`src/rtl/weight_bank_loader.sv`:
```
// -----------------------------------------------------------------------------
// weight_bank_loader
//
// Loads one layer's 3x3 kernels from a synchronous weight ROM into a shadow
// register bank. The shadow bank is later copied into the active bank that
// drives the PE array. Because of this double buffering, the next layer's
// weights can load while the current layer computes.
//
// Ports
//   clk          single clock
//   rstn         asynchronous reset, active HIGH (asserted = 1)
//   i_load_en    one-cycle load request (see handshake note below)
//   i_base_addr  ROM address of kernel 0, sampled when the request is accepted
//   i_swap       consumer is finished with the active bank; permits a swap
//   o_rom_en     ROM read enable
//   o_rom_addr   ROM read address
//   i_rom_data   ROM read data, valid exactly one clock after o_rom_en
//   o_busy       load in progress, or shadow bank full and awaiting swap
//   o_ready      active bank holds valid weights (falls only on reset)
//   o_kernels    active bank; kernel k at [k*KERNEL_WIDTH +: KERNEL_WIDTH]
//   dbg_state    current FSM state (IDLE=0, READ=1, DRAIN=2)
//
// Handshake: a load request is accepted on a rising edge only when
// i_load_en=1 and o_busy=0 on that edge. A request seen while o_busy=1 is
// dropped; it is neither queued nor flagged. o_busy acts as the inverse of
// "ready" for the request channel. The ROM side has no back-pressure: every
// cycle with o_rom_en=1 returns exactly one word on the following cycle.
// -----------------------------------------------------------------------------
module weight_bank_loader #(
  parameter int WEIGHT_W     = 8,
  parameter int KERNEL_WIDTH = 9 * WEIGHT_W,
  parameter int NUM_KERNELS  = 12,
  parameter int ROM_AW       = 10
) (
  input  logic                                clk,
  input  logic                                rstn,
  input  logic                                i_load_en,
  input  logic [ROM_AW-1:0]                   i_base_addr,
  input  logic                                i_swap,
  output logic                                o_rom_en,
  output logic [ROM_AW-1:0]                   o_rom_addr,
  input  logic [KERNEL_WIDTH-1:0]             i_rom_data,
  output logic                                o_busy,
  output logic                                o_ready,
  output logic [NUM_KERNELS*KERNEL_WIDTH-1:0] o_kernels,
  output logic [1:0]                          dbg_state
);

  // A counter must hold 0..NUM_KERNELS-1. It is kept at least 1 bit wide so
  // that the NUM_KERNELS=1 build still has a legal vector.
  localparam int CNT_W = (NUM_KERNELS > 1) ? $clog2(NUM_KERNELS) : 1;
  localparam logic [CNT_W-1:0] LAST_IDX = CNT_W'(NUM_KERNELS - 1);
  localparam int BANK_W = NUM_KERNELS * KERNEL_WIDTH;

  typedef enum logic [1:0] {
    IDLE  = 2'd0,
    READ  = 2'd1,
    DRAIN = 2'd2
  } state_t;

  state_t              state_q;
  state_t              state_d;
  logic [ROM_AW-1:0]   base_q;
  logic [CNT_W-1:0]    rd_cnt;
  logic [CNT_W-1:0]    wr_cnt;
  logic                rd_vld;       // a read was issued last cycle; data is on i_rom_data now
  logic                shadow_full;
  logic                ready_q;
  logic [BANK_W-1:0]   shadow_q;
  logic [BANK_W-1:0]   active_q;

  logic                load_accept;
  logic                rom_en;
  logic [ROM_AW-1:0]   rom_addr;
  logic                busy;
  logic                swap_now;

  assign busy = (state_q != IDLE) || shadow_full;

  // The swap uses the registered shadow_full. An i_swap that arrives on the
  // same edge where the final word lands therefore waits until the next edge.
  // When no valid active bank exists yet, the swap happens without i_swap.
  assign swap_now = shadow_full && (i_swap || !ready_q);

  // ---------------------------------------------------------------------------
  // FSM: state register
  // ---------------------------------------------------------------------------
  always_ff @(posedge clk or posedge rstn) begin
    if (rstn) begin
      state_q <= IDLE;
    end else begin
      state_q <= state_d;
    end
  end

  // ---------------------------------------------------------------------------
  // FSM: next state and ROM-side outputs
  // ---------------------------------------------------------------------------
  always_comb begin
    state_d     = state_q;
    load_accept = 1'b0;
    rom_en      = 1'b0;
    rom_addr    = '0;
    case (state_q)
      IDLE: begin
        if (i_load_en && !busy) begin
          load_accept = 1'b1;
          state_d     = READ;
        end
      end
      READ: begin
        rom_en   = 1'b1;
        // The address wraps silently at the top of the ROM.
        rom_addr = base_q + ROM_AW'(rd_cnt);
        if (rd_cnt == LAST_IDX) begin
          state_d = DRAIN;
        end
      end
      DRAIN: begin
        // Leave once the final word has been captured into the shadow bank.
        if (rd_vld && (wr_cnt == LAST_IDX)) begin
          state_d = IDLE;
        end
      end
      default: begin
        state_d = IDLE;
      end
    endcase
  end

  // ---------------------------------------------------------------------------
  // Address/counter bookkeeping and read-valid pipeline
  // ---------------------------------------------------------------------------
  always_ff @(posedge clk or posedge rstn) begin
    if (rstn) begin
      base_q <= '0;
      rd_cnt <= '0;
      rd_vld <= 1'b0;
    end else begin
      rd_vld <= rom_en;
      if (load_accept) begin
        base_q <= i_base_addr;
        rd_cnt <= '0;
      end else if (rom_en) begin
        rd_cnt <= rd_cnt + CNT_W'(1);
      end
    end
  end

  // ---------------------------------------------------------------------------
  // Shadow bank capture
  // ---------------------------------------------------------------------------
  always_ff @(posedge clk or posedge rstn) begin
    if (rstn) begin
      wr_cnt      <= '0;
      shadow_q    <= '0;
      shadow_full <= 1'b0;
    end else begin
      if (load_accept) begin
        wr_cnt <= '0;
      end else if (rd_vld) begin
        for (int k = 0; k < NUM_KERNELS; k++) begin
          if (wr_cnt == CNT_W'(k)) begin
            shadow_q[k*KERNEL_WIDTH +: KERNEL_WIDTH] <= i_rom_data;
          end
        end
        wr_cnt <= wr_cnt + CNT_W'(1);
      end
      // Capture and swap never coincide. Capture happens only while a load is
      // running, and a load can start only when shadow_full is clear.
      if (rd_vld && (wr_cnt == LAST_IDX)) begin
        shadow_full <= 1'b1;
      end else if (swap_now) begin
        shadow_full <= 1'b0;
      end
    end
  end

  // ---------------------------------------------------------------------------
  // Active bank: it changes only on a swap edge, and ready is sticky.
  // ---------------------------------------------------------------------------
  always_ff @(posedge clk or posedge rstn) begin
    if (rstn) begin
      active_q <= '0;
      ready_q  <= 1'b0;
    end else if (swap_now) begin
      active_q <= shadow_q;
      ready_q  <= 1'b1;
    end
  end

  assign o_rom_en   = rom_en;
  assign o_rom_addr = rom_addr;
  assign o_busy     = busy;
  assign o_ready    = ready_q;
  assign o_kernels  = active_q;
  assign dbg_state  = state_q;

endmodule

```
`config.mk`:
```
export PLATFORM = sky130hd
export DESIGN_NAME = weight_bank_loader
export DESIGN_NICKNAME = d
export VERILOG_FILES = /design/src/rtl/weight_bank_loader.sv
export SDC_FILE = /design/constraint.sdc
export NUM_CORES = 2
export LEC_CHECK = 0
export CORE_AREA = 2 2 376 378
export CTS_CLUSTER_SIZE = 24
export DETAILED_ROUTE_END_ITERATION = 7
export DIE_AREA = 0 0 378 380
export PLACE_DENSITY = 0.71
export REMOVE_ABC_BUFFERS = 1
export SYNTH_ARGS = -nofsm -noshare
export SYNTH_HDL_FRONTEND = slang
export SYNTH_SLANG_ARGS = --single-unit
```
`constraint.sdc`:
```
create_clock -name clk -period 90.8 [get_ports clk]
set_clock_uncertainty 0.05 [all_clocks]
set_input_delay 27.24 -clock clk [delete_from_list [all_inputs] [get_ports clk]]
set_output_delay 27.24 -clock clk [all_outputs]
set_load 0.01 [all_outputs]
```
Yosys cells after proc, flatten, opt, wreduce, memory -nomap -nowiden
Cells that the tools add are included.
{"block": "totals", "reg_bits": 1751, "output_inout_bits": 879, "elab_cells": 81}
{"block": "classes", "addsub": 3, "eq_ne": 17, "muxes": 14, "n_bitwise": 1, "n_reduce_logical": 26}
{"op": "$reduce_and 3->1", "count": 13}
{"op": "$eq 4x4->1 const B", "count": 5}
{"op": "$eq 4x3->1 const B", "count": 4}
{"op": "$mux 4", "count": 4}
{"op": "$add 10x4->10", "count": 1}
{"op": "$mux 10", "count": 1}
{"op": "$add 4x1->4 const B", "count": 2}
{"op": "$eq 4x2->1 const B", "count": 2}
{"op": "$reduce_bool 2->1", "count": 4}
{"op": "$mux 2", "count": 3}
{"op": "$ne 2x2->1 const B", "count": 3}
{"op": "$pmux 2 s3", "count": 1}
{"op": "$mux 1", "count": 5}
{"op": "$eq 4x1->1 const B", "count": 1}
{"op": "$logic_not 4->1", "count": 1}
{"op": "$logic_and 1x1->1", "count": 3}
{"op": "$eq 2x1->1 const B", "count": 1}
{"op": "$eq 2x2->1 const B", "count": 1}
{"op": "$logic_not 1->1", "count": 2}
{"op": "$logic_not 2->1", "count": 1}
{"op": "$logic_or 1x1->1", "count": 2}
{"op": "$not 1->1", "count": 1}

Depth between registers and ports, before layout
{"block": "logic_depth", "word_depth": 8, "mapped_depth": 7, "ltp_nobuf": 7}

Least setup slack after synthesis
OpenSTA, ideal clock, no wires.
{"block": "synth_timing", "path_kind": "reg-to-output", "start": "register rd_cnt[0]", "end": "output o_rom_addr[6]", "arrival_ns": 1.889, "required_time_ns": 63.510, "slack_ns": 61.621, "stages_incl_launch_ff": 8, "cell_sequence": "dfrtp_1 -> ha_1 -> inv_1 -> fa_1 -> nand2b_1 -> a2111oi_0 -> xnor2_1 -> nor2_1"}
{"block": "synth_between", "elab_chain_cells": 2}
{"element": "start: declaration", "line_no": "64", "rtl": "logic [CNT_W-1:0] rd_cnt;"}
{"element": "start signal: assignment", "line_no": "145", "rtl": "rd_cnt <= rd_cnt + CNT_W'(1);"}
{"element": "$add 10x4->10", "line_no": "114", "rtl": "rom_addr = base_q + ROM_AW'(rd_cnt);"}
{"element": "$mux 10", "line_no": "104", "rtl": "case (state_q)"}
{"element": "end: declaration", "line_no": "41", "rtl": "output logic [ROM_AW-1:0] o_rom_addr,"}
Every way passes these cells.

==> key figures <==
Status
  – Run status: finished clean

Run
  – Max_cap viols: 0

Clocking
  – Worst-skew pair later-pin latency: 0.79 ns
  – Clock-pin slew on the worst setup and hold paths: 0.06 ns
  – CTS sink cnt: 1751
  – Clock buffer depth: 3
  – CTS resizes: 0
  – CTS Buf Count: approximately 180
  – Post-CTS Setup Inserts: 0
  – Hold buffers post-CTS: 0
  – CTS tree: yes
  – CTS root buffer: clkbuf_16
  – Htree depth: 4

STA
  – Rel. slew slack: 20.43%
  – Final setup vio count: 0
  – Tmin final: 32.67 ns
  – Final hold vios: 0
  – Final worst path period share: a little over a third
  – Setup ws final: 58.13 ns
  – Final Slew Violations: 0
  – Achievable clock frequency: 30.61 MHz
  – Worst-margin pin slew: about 1.2 ns
  – RSZ-0062 raised after global routing: no

Worst setup path
  – Worst path required time: 91.50 ns
  – Slowest cell on crit path: buf_4
  – Worst Path Arrival: 33.37 ns
  – CP Capture Type: asynchronous set/reset pin
  – Worst Setup Path Type: in2async
  – Cell mode on critical path: buf_4
  – R2r setup slk: 85.36 ns
  – Worst setup SP type: input port
  – Worst-path cell chain: clkdlybuf4s50_1 -> inv_8 -> buf_4 -> buf_12 -> buf_4 -> buf_4 -> buf_4 -> buf_4
  – Crit Path Max Fanout: 168
  – Crit-path max cell delay: 0.93 ns

Placement
  – Placed Area: between 70000 and 80000 sq um
  – Hpwl dp: 110.5 mm
  – Placed cell count: 6508
  – IO buf count: approximately 960
  – Worst slack, placed: 57.04 ns
  – GP Congestion: 0.8038

Cells and area
  – Share of layout cells above drive strength 1: 41.12%
  – Final std cells w/o fill: 6821
  – Final instance area: around 82000 sq um
  – Layout area overhead: 25.92%
  – FILL cells: 10720
  – Core Util, Final: approximately 59%
  – Most common cell after layout, fill and taps aside: dfrtp_1
  – Commonest non-fill, non-tap cells in the layout: dfrtp_1 (1751), mux2_2 (1697), clkdlybuf4s50_1 (964)
  – Nets: 4907

Global routing
  – Grt ovf: 0
  – Overall Global Routing Usage: 23.74%
  – Largest net degree at the start of global routing: 194
  – Vias in the first global route: approximately 38000
  – Initial antenna violation count: 4
  – Global-route wire length before repair: 253.6 mm

Power and ir drop
  – Final Total Pwr: 3107 uW
  – Worst VDD drop: 0.00002229 V
  – PwrDens: roughly 38 nW/um^2
  – Leakage: 0.03713 uW

Routing
  – Routed Antenna Nets: 0
  – Drt total wl: approximately 170 mm
  – TritonRoute pass-1 iters: 5
  – Routed vias/inst: 5.278
  – Routed wire per std cell: between 20 and 30 um
  – Drt initial violations: 1928
  – Drc violations: 0
  – Via count: 36000

Logic synthesis
  – Synth Flop Type: dfrtp_1
  – Mapped cell area: about 65000 sq um
  – Syn Inst Count: 3871
  – Largest cells by area after synthesis: dfrtp_1 (67%), mux2_2 (29%), buf_2 (1.1%), mux2_1 (0.55%), clkbuf_1 (0.50%)
  – Ys Warns: 0
  – Syn_area_per_cell: 16.91 sq um
  – Post-synth top area cell: dfrtp_1
  – Asr flop ratio synth: 100.0%
  – EDFF count, synth: 0
  – Yosys top cell area share: 66.94%
  – Register bit total from synthesis: 1751
  – Unique cell type count in the Yosys netlist: 40
  – Seq/Total Area, Yosys: 66.94%

Floorplanning
  – Core area: 139200 sq um
  – Die height: 380 um
  – Std-Cell Rows: 137
  – Initial Utilization: a little under half
  – Ports: 965
  – Die area: 143600 sq um
  – Die width: 378 um

Min path
  – Worst hold path class: reg2reg
critical path: cells and delay by family:
family	cells	cell delay [ns]
buf+inv	8	5.64
layout make-up:
type                    instances  area [sq um]  area share, %
diodes                          1         2.502       0.003036
clock buffers                 271          5288          6.415
clock inverters                41         486.7         0.5905
inverters                      13         56.30        0.06831
multi-input cells            1849         20330          24.66
flip-flops and latches       1751         43820          53.16
well taps                    1876          2347          2.848
repair buffers               1019         10100          12.25
cell usage after synthesis, types with 6 or more instances:
| cell type | number |
|---|---|
| clkbuf_1 | 87 |
| a21oi_1 | 6 |
| o21ai_0 | 8 |
| nand2_1 | 29 |
| dfrtp_1 | 1751 |
| xnor2_1 | 6 |
| ha_1 | 9 |
| mux2_2 | 1697 |
| buf_2 | 143 |
| mux2_1 | 32 |
| nor2_1 | 15 |
| inv_1 | 12 |
| buf_6 | 28 |
flip-flops by register name, indices dropped and copies added (netlist names):
signal	flops
o_kernels	864
shadow_q	864
base_q	10
rd_cnt	4
wr_cnt	4
dbg_state	2
o_ready	1
rd_vld	1
shadow_full	1
final timing paths:
check | from | depth (start not counted) | endpoint
worst max-delay path | rstn | 8 | shadow_q[180]$_DFFE_PP0P_
worst min-delay path | shadow_q[464]$_DFFE_PP0P_ | 1 | o_kernels[464]$_DFFE_PP0P_
worst max register to register | o_ready$_DFFE_PP0P_ | 8 | o_kernels[142]$_DFFE_PP0P_
worst min register to register | shadow_q[464]$_DFFE_PP0P_ | 1 | o_kernels[464]$_DFFE_PP0P_
max in group clk | i_swap | 8 | o_kernels[142]$_DFFE_PP0P_
min in group asynchronous | rstn | 2 | o_kernels[10]$_DFFE_PP0P_
logic make-up after synthesis:
group	synth area share (%)
flip-flops	66.94
multiplexers	29.76
buffers and inverters	2.149
AND/OR/NAND/NOR	0.6212
AO/OA/AOI/OAI	0.2046
adder cells (fa/ha/maj)	0.2026
XOR/XNOR	0.1204
routing by layer:
metal / global-route usage [%] / vias to the layer above / wire length, um
met5: 0 / - / 15
met4: 8.293 / 2 / 5825
li1: - / 15460 / -
met1: 30.29 / 19350 / 69930
met3: 8.394 / 244 / 14240
met2: 37.57 / 944 / 81050
power by group:
group	leakage, uW	internal (uW)	total [uW]	switching (uW)
registers	0.0220	1140	1340	202
clock network	0.00285	420	720	300
logic	0.0123	615	1040	427
stage by stage:
stage,setup TNS [ns],hold WS (ns)
final,0,0.4287
after global routing,0,0.4422
after detailed placement,0,0.4208
after floorplan,-2272.84,0.4023
after global placement,0,0.4124
after CTS,0,0.4344
No activity file was read; power rests on OpenSTA's default activity.
